<file path="src/rtl/image_storage_pkg.sv">
// Shared SRAM-interface constants and write-side FSM states for the image buffers.
package image_storage_pkg;

  localparam logic [1:0] SI_MODE_IDLE  = 2'b00;
  localparam logic [1:0] SI_MODE_READ  = 2'b01;
  localparam logic [1:0] SI_MODE_WRITE = 2'b10;

  typedef enum logic [1:0] {IDLE, RUN, DRAIN, DONE} wr_state_t;

endpackage

</file>
<file path="src/rtl/pixel_word_packer.sv">
// Packs result pixels into SRAM words, tracks the running pixel index and the
// lane-0 index of the word being built; a completed word that cannot leave waits here.
module pixel_word_packer #(
  parameter int unsigned ADDR_W = 20,
  parameter int unsigned PIX_W  = 8,
  parameter int unsigned DATA_W = 32
) (
  input  logic              clk,
  input  logic              rst,
  input  logic              clear,
  input  logic              accept,
  input  logic [PIX_W-1:0]  pix,
  input  logic              last,
  input  logic              take,
  output logic              word_valid,
  output logic [DATA_W-1:0] word_data,
  output logic [ADDR_W-1:0] word_idx,
  output logic              pack_full
);

  localparam int unsigned PPW    = DATA_W / PIX_W;
  localparam int unsigned LANE_W = $clog2(PPW);

  logic [LANE_W-1:0] lane_q, lane_d;
  logic [DATA_W-1:0] data_q, data_d, merged;
  logic [ADDR_W-1:0] idx_q, idx_d, base_q, base_d;
  logic              full_q, full_d;
  logic              complete;

  always_comb begin
    merged = data_q;
    merged[lane_q*PIX_W +: PIX_W] = pix;
    complete   = accept && ((lane_q == LANE_W'(PPW - 1)) || last);
    word_valid = complete || full_q;
    word_data  = full_q ? data_q : merged;
    // A word still in lane 0 has not captured its base yet; use the live index.
    word_idx   = (full_q || (lane_q != '0)) ? base_q : idx_q;
    pack_full  = full_q;
  end

  always_comb begin
    lane_d = lane_q;
    data_d = data_q;
    idx_d  = idx_q;
    base_d = base_q;
    full_d = full_q;
    if (clear) begin
      lane_d = '0;
      data_d = '0;
      idx_d  = '0;
      base_d = '0;
      full_d = 1'b0;
    end else begin
      if (full_q && take) begin
        full_d = 1'b0;
        lane_d = '0;
        data_d = '0;
      end
      if (accept) begin
        idx_d = idx_q + 1'b1;
        if (lane_q == '0) base_d = idx_q;
        if (complete && take) begin
          lane_d = '0;
          data_d = '0;
        end else if (complete) begin
          data_d = merged;
          full_d = 1'b1;
        end else begin
          data_d = merged;
          lane_d = lane_q + 1'b1;
        end
      end
    end
  end

  always_ff @(posedge clk or posedge rst) begin
    if (rst) begin
      lane_q <= '0;
      data_q <= '0;
      idx_q  <= '0;
      base_q <= '0;
      full_q <= 1'b0;
    end else begin
      lane_q <= lane_d;
      data_q <= data_d;
      idx_q  <= idx_d;
      base_q <= base_d;
      full_q <= full_d;
    end
  end

endmodule

</file>
<file path="src/rtl/result_image_data_storage.sv">
// Writes packed edge-detector result pixels to SRAM through the SI port, with a
// one-word holding register so the pixel stream keeps flowing during a write.
module result_image_data_storage
  import image_storage_pkg::*;
#(
  parameter int unsigned       ADDR_W   = 20,
  parameter int unsigned       PIX_W    = 8,
  parameter int unsigned       DATA_W   = 32,
  parameter logic [ADDR_W-1:0] OUT_BASE = 'h4B000
) (
  input  logic              clk,
  input  logic              rst,
  input  logic              start,
  input  logic [PIX_W-1:0]  ED_wdata,
  input  logic              ED_wvalid,
  input  logic              ED_wlast,
  output logic              ED_wready,
  input  logic              SI_dfb,
  output logic [1:0]        SI_mode,
  output logic [ADDR_W-1:0] SI_wpixNum,
  output logic [DATA_W-1:0] SI_wdata,
  output logic              frame_done
);

  wr_state_t         state_q, state_d;
  logic              hold_valid_q;
  logic [ADDR_W-1:0] hold_addr_q;
  logic [DATA_W-1:0] hold_data_q;

  logic              accept, hold_ready, clear, transfer;
  logic              word_valid, pack_full;
  logic [DATA_W-1:0] word_data;
  logic [ADDR_W-1:0] word_idx;

  assign ED_wready  = (state_q == RUN) && !pack_full;
  assign accept     = ED_wvalid && ED_wready;
  // Hold can take a new word when empty or when it drains on this same edge.
  assign hold_ready = !hold_valid_q || SI_dfb;
  assign clear      = (state_q == IDLE) && start;
  assign transfer   = word_valid && hold_ready;

  pixel_word_packer #(
    .ADDR_W (ADDR_W),
    .PIX_W  (PIX_W),
    .DATA_W (DATA_W)
  ) u_packer (
    .clk        (clk),
    .rst        (rst),
    .clear      (clear),
    .accept     (accept),
    .pix        (ED_wdata),
    .last       (ED_wlast),
    .take       (hold_ready),
    .word_valid (word_valid),
    .word_data  (word_data),
    .word_idx   (word_idx),
    .pack_full  (pack_full)
  );

  always_comb begin
    state_d = state_q;
    unique case (state_q)
      IDLE:    if (start) state_d = RUN;
      RUN:     if (accept && ED_wlast) state_d = DRAIN;
      DRAIN:   if (hold_valid_q && SI_dfb && !pack_full) state_d = DONE;
      DONE:    state_d = IDLE;
      default: state_d = IDLE;
    endcase
  end

  always_ff @(posedge clk or posedge rst) begin
    if (rst) begin
      state_q <= IDLE;
    end else begin
      state_q <= state_d;
    end
  end

  always_ff @(posedge clk or posedge rst) begin
    if (rst) begin
      hold_valid_q <= 1'b0;
      hold_addr_q  <= '0;
      hold_data_q  <= '0;
    end else if (transfer) begin
      hold_valid_q <= 1'b1;
      hold_addr_q  <= OUT_BASE + word_idx;
      hold_data_q  <= word_data;
    end else if (SI_dfb) begin
      hold_valid_q <= 1'b0;
    end
  end

  assign SI_mode    = hold_valid_q ? SI_MODE_WRITE : SI_MODE_IDLE;
  assign SI_wpixNum = hold_valid_q ? hold_addr_q : '0;
  assign SI_wdata   = hold_valid_q ? hold_data_q : '0;
  assign frame_done = (state_q == DONE);

endmodule

</file>
<file path="config.mk">
export PLATFORM = sky130hd
export DESIGN_NAME = result_image_data_storage
export DESIGN_NICKNAME = d
export VERILOG_FILES = /design/src/rtl/image_storage_pkg.sv /design/src/rtl/pixel_word_packer.sv /design/src/rtl/result_image_data_storage.sv
export SDC_FILE = /design/constraint.sdc
export NUM_CORES = 1
export LEC_CHECK = 0
export BUFFER_PORTS_ARGS = -buffer_cell sky130_fd_sc_hd__buf_4
export CAP_MARGIN = 5
export CORE_ASPECT_RATIO = 0.75
export CORE_MARGIN = 10
export CORE_UTILIZATION = 30
export DETAILED_ROUTE_END_ITERATION = 10
export MAX_ROUTING_LAYER = met4
export PLACE_DENSITY_LB_ADDON = 0.25
export SKIP_CTS_REPAIR_TIMING = 1
export SLEW_MARGIN = 20
export SYNTH_ARGS = -nofsm -noshare
export SYNTH_HDL_FRONTEND = slang
export SYNTH_SLANG_ARGS = --single-unit
</file>
<file path="constraint.sdc">
create_clock -name clk -period 5.71 [get_ports clk]
set_input_delay 1.4275 -clock clk [delete_from_list [all_inputs] [get_ports clk]]
set_output_delay 1.4275 -clock clk [all_outputs]
set_load 0.01 [all_outputs]
</file>
### Yosys cells after proc, flatten, opt, wreduce, memory -nomap -nowiden

Cells that the tools add are included.

| word-level totals | value |
|---|---|
| bits in registers | 130 |
| input bits | 14 |
| output and inout bits | 56 |
| word-level logic and storage cells | 78 |

| operators by class | value |
|---|---|
| add/sub/neg operators | 4 |
| equal/unequal tests | 7 |
| shift-type cells | 2 |
| muxes and demuxes | 31 |
| reductions and logical operators | 25 |

Operators with widths:

| kind | count |
|---|---|
| two-way mux 32 bit | 6 |
| two-way mux 20 bit | 7 |
| negator 5 -> 34 bit | 1 |
| variable shift 8 x 34 -> 32 bit (first input constant) | 1 |
| variable part select 8 x 34 -> 32 bit | 1 |
| bitwise mux 32 bit | 1 |
| adder 19 x 20 -> 20 bit (first input constant) | 1 |
| adder 20 x 1 -> 20 bit (second input constant) | 1 |
| two-way mux 2 bit | 9 |
| logical AND 1 bit | 10 |
| one-hot mux 2 bit (4 select lines) | 1 |
| nonzero test 2 bit | 4 |
| two-way mux 1 bit | 7 |
| == test 2 bit (second input constant) | 3 |
| logical NOT 2 bit | 2 |
| logical OR 1 bit | 4 |
| inequality test 2 bit (second input constant) | 2 |
| AND reduction 3 bit | 1 |
| nonzero test 3 bit | 1 |
| adder 2 x 1 -> 2 bit (second input constant) | 1 |
| == test 2 x 1 -> 1 bit (second input constant) | 1 |
| logical NOT 1 bit | 2 |
| inequality test 2 x 1 -> 1 bit (second input constant) | 1 |
| AND reduction 2 bit | 1 |

### Longest topological paths before layout

Gate-level depths: netlist (run 1).

| logic depth | value |
|---|---|
| word-level depth | 8 |
| mapped depth | 10 |
| depth with buffers taken out | 8 |

### Cells and area by module

Synthesis (run 1) repeated with hierarchy kept, for this count alone.

| second synthesis, totals | value |
|---|---|
| cell total of the unflattened synthesis | 634 |
| area, all modules | 6746.5 um2 |

By module, submodules not included:

| module | instances | cells each | area an instance (um2) |
|---|---|---|---|
| pixel_word_packer | 1 | 413 | 3868.7 |
| result_image_data_storage | 1 | 221 | 2877.8 |

### Least setup slack after synthesis (run 1)

OpenSTA, ideal clock, no wires.

| timing | value |
|---|---|
| path type | input-to-reg |
| from | input ED_wlast |
| to | register hold_addr_q[12] |
| library setup time | 0.125 ns |
| arrival | 2.607 ns |
| slack | 2.978 ns |
| cell stages on the path | 5 |
| buffers on the path | 2 |
| cells stage by stage | o211a_1 -> o21ai_1 -> buf_2 -> clkbuf_1 -> mux2_2 |

| between the ends | value |
|---|---|
| word-level cells in the longest chain between the ends | 4 |

RTL lines:

| element | RTL line | RTL |
|---|---|---|
| start: declaration | result_image_data_storage.sv:16 | `input logic ED_wlast,` |
| logical OR 1 bit | pixel_word_packer.sv:33 | `complete = accept && ((lane_q == LANE_W'(PPW - 1)) \|\| last);` |
| logical AND 1 bit | pixel_word_packer.sv:33 |  |
| logical OR 1 bit | pixel_word_packer.sv:34 | `word_valid = complete \|\| full_q;` |
| logical AND 1 bit | result_image_data_storage.sv:40 | `assign transfer = word_valid && hold_ready;` |
| end signal: assignment | result_image_data_storage.sv:86 | `hold_addr_q <= OUT_BASE + word_idx;` |
| end: declaration | result_image_data_storage.sv:27 | `logic [ADDR_W-1:0] hold_addr_q;` |

Every way passes these cells.
A chain may end at the register's enable or synchronous reset.

### Worst setup path after layout (run 1)

| timing | value |
|---|---|
| from | register hold_valid_q |
| to | output SI_wdata[5] |

| between the ends | value |
|---|---|
| word-level cells in the longest chain between the ends | 1 |

RTL lines:

| element | RTL line | RTL |
|---|---|---|
| start: declaration | result_image_data_storage.sv:26 | `logic hold_valid_q;` |
| start signal: assignment | result_image_data_storage.sv:81 | `hold_valid_q <= 1'b0;` |
| start signal: assignment | result_image_data_storage.sv:85 | `hold_valid_q <= 1'b1;` |
| start signal: assignment | result_image_data_storage.sv:89 | `hold_valid_q <= 1'b0;` |
| two-way mux 32 bit | result_image_data_storage.sv:95 | `assign SI_wdata = hold_valid_q ? hold_data_q : '0;` |
| end: declaration | result_image_data_storage.sv:21 | `output logic [DATA_W-1:0] SI_wdata,` |

Every way passes these cells.

==> impl_metrics.prom, run 1 <==
# TYPE chip_impl_metric gauge
chip_impl_info{name="run_status",value="finished clean"} 1
chip_impl_metric{name="power.switching_fraction",unit="%"} 32.57
chip_impl_info{name="setup_repair_after_global_routing_missed_its_margin",value="no"} 1
chip_impl_metric{name="drcViolationCount",unit=""} 0
chip_impl_info{name="tritoncts",value="built"} 1
chip_impl_metric{name="worstPathMaxFanout",unit=""} 45
chip_impl_metric{name="met1_usage",unit="%"} 16.36
chip_impl_metric{name="synth_fp_nets",unit=""} 665
chip_impl_metric{name="final_min_period_over_clock_period",unit="%"} 56.16
chip_impl_metric{name="final.setup.worst_slack",unit="ps"} 2503
chip_impl_metric{name="grt_overflow_total",unit=""} 0
chip_impl_info{name="mostFrequentLayoutCell",value="sky130_fd_sc_hd__dfrtp_1"} 1
chip_impl_metric{name="layout.cells.non_filler",unit=""} 982
chip_impl_metric{name="finish.net_count",unit=""} 713
chip_impl_metric{name="place.detailed.hpwl",unit="um"} 10960
chip_impl_metric{name="flow.area_growth_from_synthesis",unit="%"} 20.83
chip_impl_metric{name="drt_pre_antenna_iters",unit=""} 5
chip_impl_metric{name="synthesis.area",unit="mm^2"} 0.006247
chip_impl_metric{name="placementRows",unit=""} 45
chip_impl_metric{name="ctsLongestPathBuffers",unit=""} 2
chip_impl_metric{name="wl_per_cell",unit="um"} 16.02
chip_impl_metric{name="dr_total_vias",unit=""} 4791
chip_impl_metric{name="drv_slew",unit=""} 0
chip_impl_metric{name="p_switching",unit="mW"} 0.9067
chip_impl_metric{name="dpl_worst_slack",unit="ps"} 2257
chip_impl_info{name="critPathCaptureType",value="output pin"} 1
chip_impl_metric{name="final.fill_count",unit=""} 2013
chip_impl_info{name="path_class",value="reg2out"} 1
chip_impl_metric{name="antenna_found_initial",unit=""} 0
chip_impl_metric{name="diodes",unit=""} 0
chip_impl_metric{name="setup_total_negative_slack",unit="ps"} 0
chip_impl_metric{name="postSynth.asyncResetShare",unit="%"} 100.0
chip_impl_metric{name="synth-edff-count",unit=""} 0
chip_impl_metric{name="finalSetupViolations",unit=""} 0
chip_impl_metric{name="number_of_global_route_vias_before_repair",unit=""} 4734
chip_impl_metric{name="cts_num_sinks",unit=""} 130
chip_impl_metric{name="portBuffers",unit=""} 68
chip_impl_metric{name="post_drt_via_cell_ratio",unit=""} 4.879
chip_impl_metric{name="dieArea",unit="mm^2"} 0.02706
chip_impl_metric{name="clock_insertion_delay_worst_skew",unit="ps"} 410
chip_impl_metric{name="grt_start_max_net_pins",unit=""} 103
chip_impl_info{name="busiest_layer",value="met2"} 1
chip_impl_metric{name="drtAntennaViolNets",unit=""} 0
chip_impl_metric{name="timing.max_cap.violations",unit=""} 0
chip_impl_metric{name="maxSlewHeadroom",unit="%"} 35.33
chip_impl_metric{name="comb_power_share",unit="%"} 23.8
chip_impl_metric{name="syn_avg_cell_area",unit="um^2"} 9.777
chip_impl_metric{name="gpl.final_weighted_congestion",unit=""} 0.8146
chip_impl_metric{name="floorplan.initialDensity",unit="%"} 30.74
chip_impl_metric{name="synth_seq_area_share",unit="%"} 52.07
chip_impl_metric{name="ys_seq_elements",unit=""} 130
chip_impl_metric{name="power-per-cell-area",unit="mW/mm^2"} 368.8
chip_impl_metric{name="initialDrtViolationCount",unit=""} 480
chip_impl_metric{name="design.portCount",unit=""} 70
chip_impl_info{name="worst_setup_path_start_kind",value="register"} 1
chip_impl_metric{name="share_clk_of_total_power",unit="%"} 37.5
chip_impl_metric{name="die_height",unit="um"} 145.0
chip_impl_metric{name="cts_h_tree_lvls",unit=""} 4
chip_impl_metric{name="max_slew.worst_pin.slew",unit="ps"} 961.2
chip_impl_metric{name="dp_cells",unit=""} 950
chip_impl_info{name="min_path_type",value="reg2reg"} 1
chip_impl_metric{name="timing.critical_path.required",unit="ps"} 4280
chip_impl_metric{name="fp.coreArea",unit="mm^2"} 0.02033
chip_impl_metric{name="crit_arrival",unit="ps"} 1780
chip_impl_metric{name="vdd_ir_drop_max",unit="mV"} 0.1929
chip_impl_info{name="final_cell_mix",value="130 x sky130_fd_sc_hd__dfrtp_1, 106 x sky130_fd_sc_hd__nand2_1, 74 x sky130_fd_sc_hd__buf_4"} 1
chip_impl_metric{name="drt_wl_total",unit="um"} 15730
chip_impl_metric{name="total_leakage_power",unit="nW"} 3.382
chip_impl_metric{name="register_share_of_total_power",unit="%"} 38.7
chip_impl_metric{name="use_met2",unit="%"} 16.56
chip_impl_metric{name="clock.fmax",unit="GHz"} 0.3118
chip_impl_metric{name="track_usage",unit="%"} 11.96
chip_impl_metric{name="cts-buffers-inserted",unit=""} 17
chip_impl_metric{name="yosys_warning_total",unit=""} 0
chip_impl_metric{name="p_int",unit="mW"} 1.877
chip_impl_metric{name="use_met3",unit="%"} 3.204
chip_impl_metric{name="die_w",unit="um"} 186.6
chip_impl_metric{name="ys_types",unit=""} 44
chip_impl_info{name="ctsRootBufferMaster",value="sky130_fd_sc_hd__clkbuf_16"} 1
chip_impl_metric{name="worst_path_clk_slew",unit="ps"} 60
chip_impl_metric{name="finalCriticalPeriod",unit="ps"} 3207
chip_impl_metric{name="fin_util",unit="%"} 37.14
chip_impl_info{name="primary_flip_flop_cell_chosen_by_synthesis_mapping",value="sky130_fd_sc_hd__dfrtp_1"} 1
chip_impl_metric{name="synthCells",unit=""} 639
chip_impl_metric{name="timing.clock.skew",unit="ps"} 7.475
chip_impl_metric{name="share_of_final_layout_standard_cells_stronger_than_drive_strength_1",unit="%"} 15.86
chip_impl_metric{name="grt_pass1_wl",unit="um"} 25740
chip_impl_metric{name="timing_hold_violations_final",unit=""} 0
[registers in the layout, summed over array words and instances (netlist names)]
signal / flops
hold_data_q: 32
hold_valid_q: 1
u_packer.idx_q: 20
u_packer.pack_full: 1
u_packer.lane_q: 2
state_q: 2
hold_addr_q: 20
u_packer.data_q: 32
u_packer.base_q: 20
[cells by family after synthesis]
family	share of synthesized area (%)
AO/OA/AOI/OAI	16.18
XOR/XNOR	2.944
adder cells (fa/ha/maj)	2.403
buffers and inverters	3.445
flip-flops	52.07
multiplexers	4.086
other	0.06003
AND/OR/NAND/NOR	18.81
[routing by layer]
| layer | vias up | wire length [um] |
|---|---|---|
| met5 | - | 0 |
| met4 | 0 | 127 |
| met3 | 10 | 884 |
| met2 | 142 | 6794 |
| met1 | 2339 | 7922 |
| li1 | 2300 | - |
[worst max-delay path: stages (launching register included)]
cell and delay (ps):
sky130_fd_sc_hd__dfrtp_1 570, sky130_fd_sc_hd__buf_4 450, sky130_fd_sc_hd__and2_1 220, sky130_fd_sc_hd__buf_4 130
[synthesized netlist by cell type, types with 2 or more instances]
library cell | number | area, um^2
sky130_fd_sc_hd__a21oi_1 | 23 | 115.1
sky130_fd_sc_hd__a22o_1 | 32 | 280.3
sky130_fd_sc_hd__a22oi_1 | 33 | 247.7
sky130_fd_sc_hd__and2_1 | 57 | 356.6
sky130_fd_sc_hd__and3_1 | 3 | 18.77
sky130_fd_sc_hd__buf_1 | 13 | 48.80
sky130_fd_sc_hd__buf_2 | 4 | 20.02
sky130_fd_sc_hd__buf_4 | 3 | 22.52
sky130_fd_sc_hd__clkbuf_1 | 25 | 93.84
sky130_fd_sc_hd__dfrtp_1 | 130 | 3253
sky130_fd_sc_hd__ha_1 | 12 | 150.1
sky130_fd_sc_hd__inv_1 | 8 | 30.03
sky130_fd_sc_hd__mux2_2 | 4 | 45.04
sky130_fd_sc_hd__mux2i_1 | 21 | 210.2
sky130_fd_sc_hd__nand2_1 | 106 | 397.9
sky130_fd_sc_hd__nand2b_1 | 5 | 31.28
sky130_fd_sc_hd__nand3_1 | 7 | 35.03
sky130_fd_sc_hd__nand3b_1 | 2 | 15.01
sky130_fd_sc_hd__nand4_1 | 6 | 37.54
sky130_fd_sc_hd__nor2_1 | 37 | 138.9
sky130_fd_sc_hd__nor2b_1 | 3 | 18.77
sky130_fd_sc_hd__nor3_1 | 8 | 40.04
sky130_fd_sc_hd__nor4_1 | 3 | 18.77
sky130_fd_sc_hd__o211ai_1 | 3 | 22.52
sky130_fd_sc_hd__o21a_1 | 4 | 30.03
sky130_fd_sc_hd__o21ai_0 | 49 | 245.2
sky130_fd_sc_hd__or4_1 | 2 | 15.01
sky130_fd_sc_hd__xnor2_1 | 7 | 61.31
sky130_fd_sc_hd__xor2_1 | 14 | 122.6
[metrics by stage]
step	total power [mW]	hold WS, ps	area, um^2
after CTS	2.801	469.8	7548
after floorplan	1.555	430.4	6247
final	2.784	460.4	7548
after global placement	1.726	451.4	6984
after detailed placement	1.750	457.9	6984
after global routing	2.933	496.3	7548
[final timing paths]
| path | startpoint | endpoint | cells after the start | slack [ps] |
|---|---|---|---|---|
| min | hold_addr_q[15] | hold_addr_q[15] | 2 | 460 |
| max in group asynchronous | rst | hold_addr_q[12] | 3 | 3510 |
| max | hold_valid_q | SI_wdata[5] | 3 | 2500 |
| min in group asynchronous | rst | state_q[0] | 2 | 990 |
| max reg2reg | u_packer.lane_q[0] | hold_addr_q[18] | 9 | 2860 |
| min reg2reg | hold_addr_q[15] | hold_addr_q[15] | 2 | 460 |
[cell type report]
| cell class | count | area [um^2] | area share (%) |
|---|---|---|---|
| clock buffer | 22 | 454.2 | 6.017 |
| multi-input combinational | 456 | 2790 | 36.96 |
| sequential | 130 | 3253 | 43.10 |
| clock inverter | 10 | 110.1 | 1.459 |
| inverter | 8 | 32.53 | 0.4310 |
| tap | 282 | 352.8 | 4.674 |
| timing repair buffer | 74 | 555.5 | 7.360 |
[power groups by stage]
stage | registers, mW | logic [mW] | clock network [mW]
3_3_place_gp | 1.09 | 0.636 | 0
5_1_grt | 1.09 | 0.736 | 1.11
6_report | 1.08 | 0.661 | 1.04
3_5_place_dp | 1.09 | 0.658 | 0
4_1_cts | 1.08 | 0.660 | 1.06
2_1_floorplan | 1.07 | 0.486 | 0
(Power assumes the default switching activity.)
==> inputs of run 2 (changes only) <==
--- a/config.mk
+++ b/config.mk
@@ -5,6 +5,7 @@
 export SDC_FILE = /design/constraint.sdc
 export NUM_CORES = 1
 export LEC_CHECK = 0
+export ABC_AREA = 1
 export BUFFER_PORTS_ARGS = -buffer_cell sky130_fd_sc_hd__buf_4
 export CAP_MARGIN = 5
 export CORE_ASPECT_RATIO = 0.75
==> constraint.sdc (replaced) <==
create_clock -name clk -period 3.3 [get_ports clk]
set_input_delay 0.825 -clock clk [delete_from_list [all_inputs] [get_ports clk]]
set_output_delay 0.825 -clock clk [all_outputs]
set_load 0.01 [all_outputs]
==> impl_metrics.prom, run 2 <==
# TYPE chip_impl_metric gauge
chip_impl_metric{name="gpl.final_weighted_congestion",unit=""} 0.8843
chip_impl_metric{name="setup_total_negative_slack",unit="ps"} 0
chip_impl_metric{name="layout.cells.non_filler",unit=""} 1313
chip_impl_metric{name="fp.coreArea",unit="mm^2"} 0.02288
chip_impl_info{name="tritoncts",value="built"} 1
chip_impl_metric{name="ys_seq_elements",unit=""} 130
chip_impl_metric{name="finish.net_count",unit=""} 1026
chip_impl_metric{name="dp_cells",unit=""} 1281
chip_impl_info{name="min_path_type",value="reg2reg"} 1
chip_impl_metric{name="portBuffers",unit=""} 68
chip_impl_metric{name="timing.clock.skew",unit="ps"} 8.031
chip_impl_metric{name="synthCells",unit=""} 945
chip_impl_metric{name="yosys_warning_total",unit=""} 0
chip_impl_metric{name="grt_pass1_wl",unit="um"} 32640
chip_impl_metric{name="clock.fmax",unit="GHz"} 0.3698
chip_impl_metric{name="syn_avg_cell_area",unit="um^2"} 7.347
chip_impl_info{name="worst_setup_path_start_kind",value="register"} 1
chip_impl_info{name="run_status",value="finished clean"} 1
chip_impl_metric{name="final_min_period_over_clock_period",unit="%"} 81.95
chip_impl_metric{name="cts_num_sinks",unit=""} 130
chip_impl_metric{name="dr_total_vias",unit=""} 6126
chip_impl_metric{name="dieArea",unit="mm^2"} 0.02969
chip_impl_metric{name="power-per-cell-area",unit="mW/mm^2"} 730.2
chip_impl_metric{name="clock_insertion_delay_worst_skew",unit="ps"} 410
chip_impl_metric{name="design.portCount",unit=""} 70
chip_impl_metric{name="diodes",unit=""} 0
chip_impl_metric{name="finalInstanceArea",unit="mm^2"} 0.008344
chip_impl_metric{name="reg2reg_slack",unit="ps"} 600
chip_impl_metric{name="synthesis.area",unit="mm^2"} 0.006943
chip_impl_info{name="synth.top_cells.by_count",value="267 x sky130_fd_sc_hd__nand2_1, 135 x sky130_fd_sc_hd__inv_1, 130 x sky130_fd_sc_hd__dfrtp_1"} 1
chip_impl_info{name="layout_top_registers",value="hold_data_q (32), u_packer.data_q (32)"} 1
chip_impl_metric{name="die_w",unit="um"} 195.7
chip_impl_metric{name="grt_start_max_net_pins",unit=""} 64
chip_impl_metric{name="finalCriticalPeriod",unit="ps"} 2704
chip_impl_metric{name="worst_path_clk_slew",unit="ps"} 60
chip_impl_metric{name="drt_pre_antenna_iters",unit=""} 5
chip_impl_info{name="final_cell_mix",value="267 x sky130_fd_sc_hd__nand2_1, 134 x sky130_fd_sc_hd__inv_1, 129 x sky130_fd_sc_hd__dfrtp_1"} 1
chip_impl_metric{name="placed_cell_area",unit="mm^2"} 0.007755
chip_impl_metric{name="placementRows",unit=""} 48
chip_impl_metric{name="drv_slew",unit=""} 0
chip_impl_metric{name="post_drt_via_cell_ratio",unit=""} 4.666
chip_impl_metric{name="share_of_final_layout_standard_cells_stronger_than_drive_strength_1",unit="%"} 13.13
chip_impl_metric{name="timing.critical_path.required",unit="ps"} 3600
chip_impl_metric{name="grt_overflow_total",unit=""} 0
chip_impl_metric{name="crit_arrival",unit="ps"} 3010
chip_impl_metric{name="initialDrtViolationCount",unit=""} 515
chip_impl_metric{name="track_usage",unit="%"} 13.89
chip_impl_metric{name="cts_h_tree_lvls",unit=""} 4
chip_impl_metric{name="drtAntennaViolNets",unit=""} 0
chip_impl_metric{name="flow.area_growth_from_synthesis",unit="%"} 20.18
chip_impl_metric{name="worstPathMaxFanout",unit=""} 25
chip_impl_info{name="hp-start",value="hold_addr_q[19]"} 1
chip_impl_info{name="synth.area.top_cells",value="sky130_fd_sc_hd__dfrtp_1 47%, sky130_fd_sc_hd__nand2_1 14%, sky130_fd_sc_hd__inv_1 7.3%"} 1
chip_impl_metric{name="vdd_ir_drop_max",unit="mV"} 0.4463
chip_impl_metric{name="total_leakage_power",unit="nW"} 4.066
chip_impl_info{name="critPathCaptureType",value="register"} 1
chip_impl_info{name="setup_repair_after_global_routing_missed_its_margin",value="no"} 1
chip_impl_metric{name="ctsLongestPathBuffers",unit=""} 2
chip_impl_metric{name="antenna_found_initial",unit=""} 0
chip_impl_info{name="r2r_end",value="hold_addr_q[18]"} 1
chip_impl_metric{name="place.detailed.hpwl",unit="um"} 13700
chip_impl_metric{name="cts-buffers-inserted",unit=""} 17
chip_impl_info{name="synth_area_leader_cell",value="sky130_fd_sc_hd__dfrtp_1"} 1
chip_impl_metric{name="share_of_yosys_cell_area_claimed_by_the_top_area_cell_type",unit="%"} 46.86
chip_impl_metric{name="synth-edff-count",unit=""} 0
chip_impl_info{name="hold_end",value="hold_addr_q[19]"} 1
chip_impl_metric{name="finalSetupViolations",unit=""} 0
chip_impl_metric{name="worst-r2r-cell-count",unit=""} 12
chip_impl_metric{name="drcViolationCount",unit=""} 0
chip_impl_metric{name="ys_types",unit=""} 36
chip_impl_metric{name="number_of_global_route_vias_before_repair",unit=""} 5966
chip_impl_metric{name="timing.max_cap.violations",unit=""} 0
chip_impl_info{name="dominant_cell_by_count_in_the_synthesized_netlist",value="sky130_fd_sc_hd__nand2_1"} 1
chip_impl_info{name="ctsRootBufferMaster",value="sky130_fd_sc_hd__clkbuf_16"} 1
chip_impl_metric{name="die_height",unit="um"} 151.7
chip_impl_metric{name="max_slew.worst_pin.slew",unit="ps"} 649.0
chip_impl_metric{name="wl_per_cell",unit="um"} 14.73
chip_impl_metric{name="postSynth.asyncResetShare",unit="%"} 100.0
chip_impl_info{name="path_class",value="reg2reg"} 1
chip_impl_metric{name="synth_fp_nets",unit=""} 971
chip_impl_metric{name="synth_seq_area_share",unit="%"} 46.86
chip_impl_info{name="primary_flip_flop_cell_chosen_by_synthesis_mapping",value="sky130_fd_sc_hd__dfrtp_1"} 1
chip_impl_info{name="r2r-start",value="u_packer.lane_q[0]"} 1
chip_impl_metric{name="drt_wl_total",unit="um"} 19340
chip_impl_metric{name="hold-path-cell-count",unit=""} 2
chip_impl_metric{name="maxSlewHeadroom",unit="%"} 56.64
chip_impl_info{name="mostFrequentLayoutCell",value="sky130_fd_sc_hd__nand2_1"} 1
chip_impl_metric{name="timing_hold_violations_final",unit=""} 0
chip_impl_metric{name="floorplan.initialDensity",unit="%"} 30.34
[run 2: logic make-up after synthesis]
| family | after synthesis | synth area share, % |
|---|---|---|
| AND/OR/NAND/NOR | 416 | 24.22 |
| AO/OA/AOI/OAI | 196 | 15.46 |
| buffers and inverters | 188 | 10.99 |
| flip-flops | 130 | 46.86 |
| adder cells (fa/ha/maj) | 12 | 2.162 |
| XOR/XNOR | 2 | 0.2523 |
| other | 1 | 0.05401 |
[run 2: worst max-delay path: stages, from the launching register on]
cell	delay [ps]
sky130_fd_sc_hd__dfrtp_1	530
sky130_fd_sc_hd__inv_1	210
sky130_fd_sc_hd__ha_1	490
sky130_fd_sc_hd__nand2_2	410
sky130_fd_sc_hd__nand2_1	190
sky130_fd_sc_hd__nand2_1	90
sky130_fd_sc_hd__ha_1	220
sky130_fd_sc_hd__inv_1	60
sky130_fd_sc_hd__nand2_1	60
sky130_fd_sc_hd__nand2_1	110
sky130_fd_sc_hd__nand3_1	70
sky130_fd_sc_hd__nand3_1	90
sky130_fd_sc_hd__nand2_1	50
[run 2: area by class of cell]
| cell class | count | area [um^2] |
|---|---|---|
| Inverter | 139 | 528.0 |
| Clock inverter | 12 | 122.6 |
| Multi-Input combinational cell | 627 | 2934 |
| Sequential cell | 130 | 3254 |
| Timing Repair Buffer | 85 | 663.1 |
| Tap cell | 300 | 375.4 |
| Clock buffer | 20 | 466.7 |
| Fill cell | 2425 | 14540 |
[run 2: where the power goes]
part           switching [mW]  internal, mW  leakage (nW)  total (mW)
clock network           0.761          1.11         0.280        1.87
logic                    1.25         0.653          2.06        1.91
registers               0.305          2.01          1.73        2.32
[run 2: how the worst max path moves through the flow]
stage / start / end / slack [ps] / cells after the start
after global routing: u_packer.lane_q[0] / hold_addr_q[18] / 240 / 13
final: u_packer.lane_q[0] / hold_addr_q[18] / 600 / 12
after floorplan: rst / hold_addr_q[0] / 870 / 1
after global placement: u_packer.lane_q[0] / hold_addr_q[18] / 660 / 12
after detailed placement: u_packer.lane_q[0] / hold_addr_q[18] / 580 / 12
after CTS: u_packer.lane_q[0] / hold_addr_q[18] / 570 / 12
[run 2: per-stage QoR]
step	setup WS [ps]	util (%)	hold slack, ps	total power, mW
final	595.6	36.47	479.6	6.093
after global routing	238.4	36.47	519.0	6.556
after CTS	573.1	36.47	485.7	6.158
after detailed placement	579.8	33.89	468.9	4.269
after global placement	658.2	33.89	468.6	4.254
after floorplan	865.8	-	448.9	3.600
[run 2: per-layer routing]
metal | routed length (um) | GRT usage (%)
met5 | 0 | -
met3 | 1122 | 3.210
met1 | 10520 | 20.67
met4 | 170 | 3.465
met2 | 7521 | 18.20
==> inputs of run 3 (changes only) <==
==> constraint.sdc (replaced) <==
create_clock -name clk -period 2.2 [get_ports clk]
set_input_delay 0.55 -clock clk [delete_from_list [all_inputs] [get_ports clk]]
set_output_delay 0.55 -clock clk [all_outputs]
set_load 0.01 [all_outputs]
==> impl_metrics.prom, run 3 (synthesized netlist as in run 2, its figures left out) <==
# TYPE chip_impl_metric gauge
chip_impl_metric{name="vdd_ir_drop_max",unit="mV"} 0.6601
chip_impl_metric{name="grt_pass1_wl",unit="um"} 32750
chip_impl_metric{name="drtAntennaViolNets",unit=""} 0
chip_impl_metric{name="initialDrtViolationCount",unit=""} 459
chip_impl_metric{name="crit_arrival",unit="ps"} 1520
chip_impl_metric{name="post_drt_via_cell_ratio",unit=""} 4.600
chip_impl_metric{name="setup_total_negative_slack",unit="ps"} 0
chip_impl_metric{name="total_leakage_power",unit="nW"} 4.161
chip_impl_metric{name="finalInstanceArea",unit="mm^2"} 0.008516
chip_impl_metric{name="timing.critical_path.required",unit="ps"} 1650
chip_impl_metric{name="gpl.final_weighted_congestion",unit=""} 0.8612
chip_impl_info{name="r2r_end",value="hold_data_q[16]"} 1
chip_impl_info{name="setup_repair_after_global_routing_missed_its_margin",value="no"} 1
chip_impl_metric{name="dpl_worst_slack",unit="ps"} 115.8
chip_impl_metric{name="finalSetupViolations",unit=""} 0
chip_impl_metric{name="drcViolationCount",unit=""} 0
chip_impl_info{name="min_path_type",value="in2async"} 1
chip_impl_metric{name="maxSlewHeadroom",unit="%"} 57.28
chip_impl_metric{name="dr_total_vias",unit=""} 6109
chip_impl_metric{name="dieArea",unit="mm^2"} 0.02969
chip_impl_metric{name="placed_cell_area",unit="mm^2"} 0.007898
chip_impl_metric{name="worst_path_clk_slew",unit="ps"} 60
chip_impl_metric{name="cts-buffers-inserted",unit=""} 17
chip_impl_info{name="tritoncts",value="built"} 1
chip_impl_metric{name="max_slew.worst_pin.slew",unit="ps"} 640.8
chip_impl_metric{name="track_usage",unit="%"} 13.95
chip_impl_metric{name="number_of_global_route_vias_before_repair",unit=""} 5913
chip_impl_metric{name="die_height",unit="um"} 151.7
chip_impl_metric{name="cts_h_tree_lvls",unit=""} 4
chip_impl_info{name="layout_top_registers",value="hold_data_q (32), u_packer.data_q (32)"} 1
chip_impl_metric{name="report.power.total",unit="mW"} 9.405
chip_impl_metric{name="ctsLongestPathBuffers",unit=""} 2
chip_impl_metric{name="diodes",unit=""} 0
chip_impl_metric{name="grt_overflow_total",unit=""} 0
chip_impl_metric{name="floorplan.initialDensity",unit="%"} 30.34
chip_impl_metric{name="worst-r2r-cell-count",unit=""} 9
chip_impl_metric{name="share_of_final_layout_standard_cells_stronger_than_drive_strength_1",unit="%"} 14.49
chip_impl_info{name="mostFrequentLayoutCell",value="sky130_fd_sc_hd__nand2_1"} 1
chip_impl_metric{name="reg2reg_slack",unit="ps"} 200
chip_impl_metric{name="cts_num_sinks",unit=""} 130
chip_impl_metric{name="timing.max_cap.violations",unit=""} 0
chip_impl_metric{name="wl_per_cell",unit="um"} 14.70
chip_impl_metric{name="timing_hold_violations_final",unit=""} 0
chip_impl_metric{name="final.setup.worst_slack",unit="ps"} 128.3
chip_impl_info{name="worst_setup_path_start_kind",value="register"} 1
chip_impl_metric{name="die_w",unit="um"} 195.7
chip_impl_metric{name="grt_start_max_net_pins",unit=""} 84
chip_impl_info{name="run_status",value="finished clean"} 1
chip_impl_info{name="critPathCaptureType",value="output pin"} 1
chip_impl_metric{name="design.portCount",unit=""} 70
chip_impl_metric{name="final_min_period_over_clock_period",unit="%"} 94.17
chip_impl_metric{name="worstPathMaxFanout",unit=""} 4
chip_impl_metric{name="clock_insertion_delay_worst_skew",unit="ps"} 430
chip_impl_metric{name="flow.area_growth_from_synthesis",unit="%"} 22.65
chip_impl_info{name="r2r-start",value="state_q[1]"} 1
chip_impl_info{name="final_cell_mix",value="267 x sky130_fd_sc_hd__nand2_1, 134 x sky130_fd_sc_hd__inv_1, 129 x sky130_fd_sc_hd__dfrtp_1"} 1
chip_impl_metric{name="antenna_found_initial",unit=""} 0
chip_impl_metric{name="finalCriticalPeriod",unit="ps"} 2072
chip_impl_metric{name="placementRows",unit=""} 48
chip_impl_metric{name="finish.net_count",unit=""} 1041
chip_impl_metric{name="drt_wl_total",unit="um"} 19530
chip_impl_metric{name="clock.fmax",unit="GHz"} 0.4827
chip_impl_metric{name="drv_slew",unit=""} 0
chip_impl_metric{name="power-per-cell-area",unit="mW/mm^2"} 1104
chip_impl_metric{name="timing.clock.skew",unit="ps"} 9.636
chip_impl_info{name="path_class",value="reg2out"} 1
chip_impl_metric{name="place.detailed.hpwl",unit="um"} 13530
chip_impl_metric{name="drt_pre_antenna_iters",unit=""} 4
chip_impl_metric{name="fp.coreArea",unit="mm^2"} 0.02288
chip_impl_info{name="ctsRootBufferMaster",value="sky130_fd_sc_hd__clkbuf_16"} 1
chip_impl_metric{name="portBuffers",unit=""} 68
[run 3: stage by stage]
| stage | utilization (%) | hold WS [ps] | instances |
|---|---|---|---|
| 3_5_place_dp | 34.51 | 470.8 | 1295 |
| 4_1_cts | 37.11 | 287.3 | 1327 |
| 5_1_grt | 37.22 | 290.9 | 1328 |
| 2_1_floorplan | - | 448.9 | 945 |
| 6_report | 37.22 | 247.3 | 1328 |
| 3_3_place_gp | 34.51 | 469.6 | 1295 |
[run 3: area by class of cell]
| class | instances | area [um^2] |
|---|---|---|
| Clock buffer | 18 | 439.2 |
| Clock inverter | 14 | 155.1 |
| Fill cell | 2392 | 14370 |
| Inverter | 139 | 528.0 |
| Multi-Input combinational cell | 627 | 2947 |
| Sequential cell | 130 | 3254 |
| Tap cell | 300 | 375.4 |
| Timing Repair Buffer | 100 | 817.0 |
[run 3: how the worst max path moves through the flow]
stage                 startpoint                 end  slack (ps)
floorplan                    rst      hold_addr_q[0]          40
global placement      state_q[1]     hold_data_q[16]         190
detailed placement    state_q[1]     hold_data_q[16]         120
CTS                 hold_valid_q      SI_wpixNum[14]          90
global route          state_q[1]  u_packer.lane_q[0]          20
finish                state_q[1]           ED_wready         130
[run 3: per-layer routing]
layer | global-route usage [%] | share of wire, % | up-vias
met5 | - | 0 | -
met4 | 3.351 | 1.1 | 0
met1 | 21.02 | 56 | 2808
met2 | 17.74 | 38 | 126
met3 | 3.562 | 4.9 | 16
li1 | - | - | 3159
[run 3: power breakdown]
group / internal, mW / total (mW) / switching, mW
logic: 1.14 / 3.11 / 1.97
registers: 3.02 / 3.42 / 0.402
clock network: 1.71 / 2.87 / 1.16
total: 5.87 / 9.40 / 3.54
[run 3: worst max-delay path: stages, from the launching register on]
cell	delay, ps
sky130_fd_sc_hd__dfrtp_1	390
sky130_fd_sc_hd__inv_1	120
sky130_fd_sc_hd__ha_1	220
sky130_fd_sc_hd__inv_1	50
sky130_fd_sc_hd__nor2_1	150
sky130_fd_sc_hd__buf_4	160
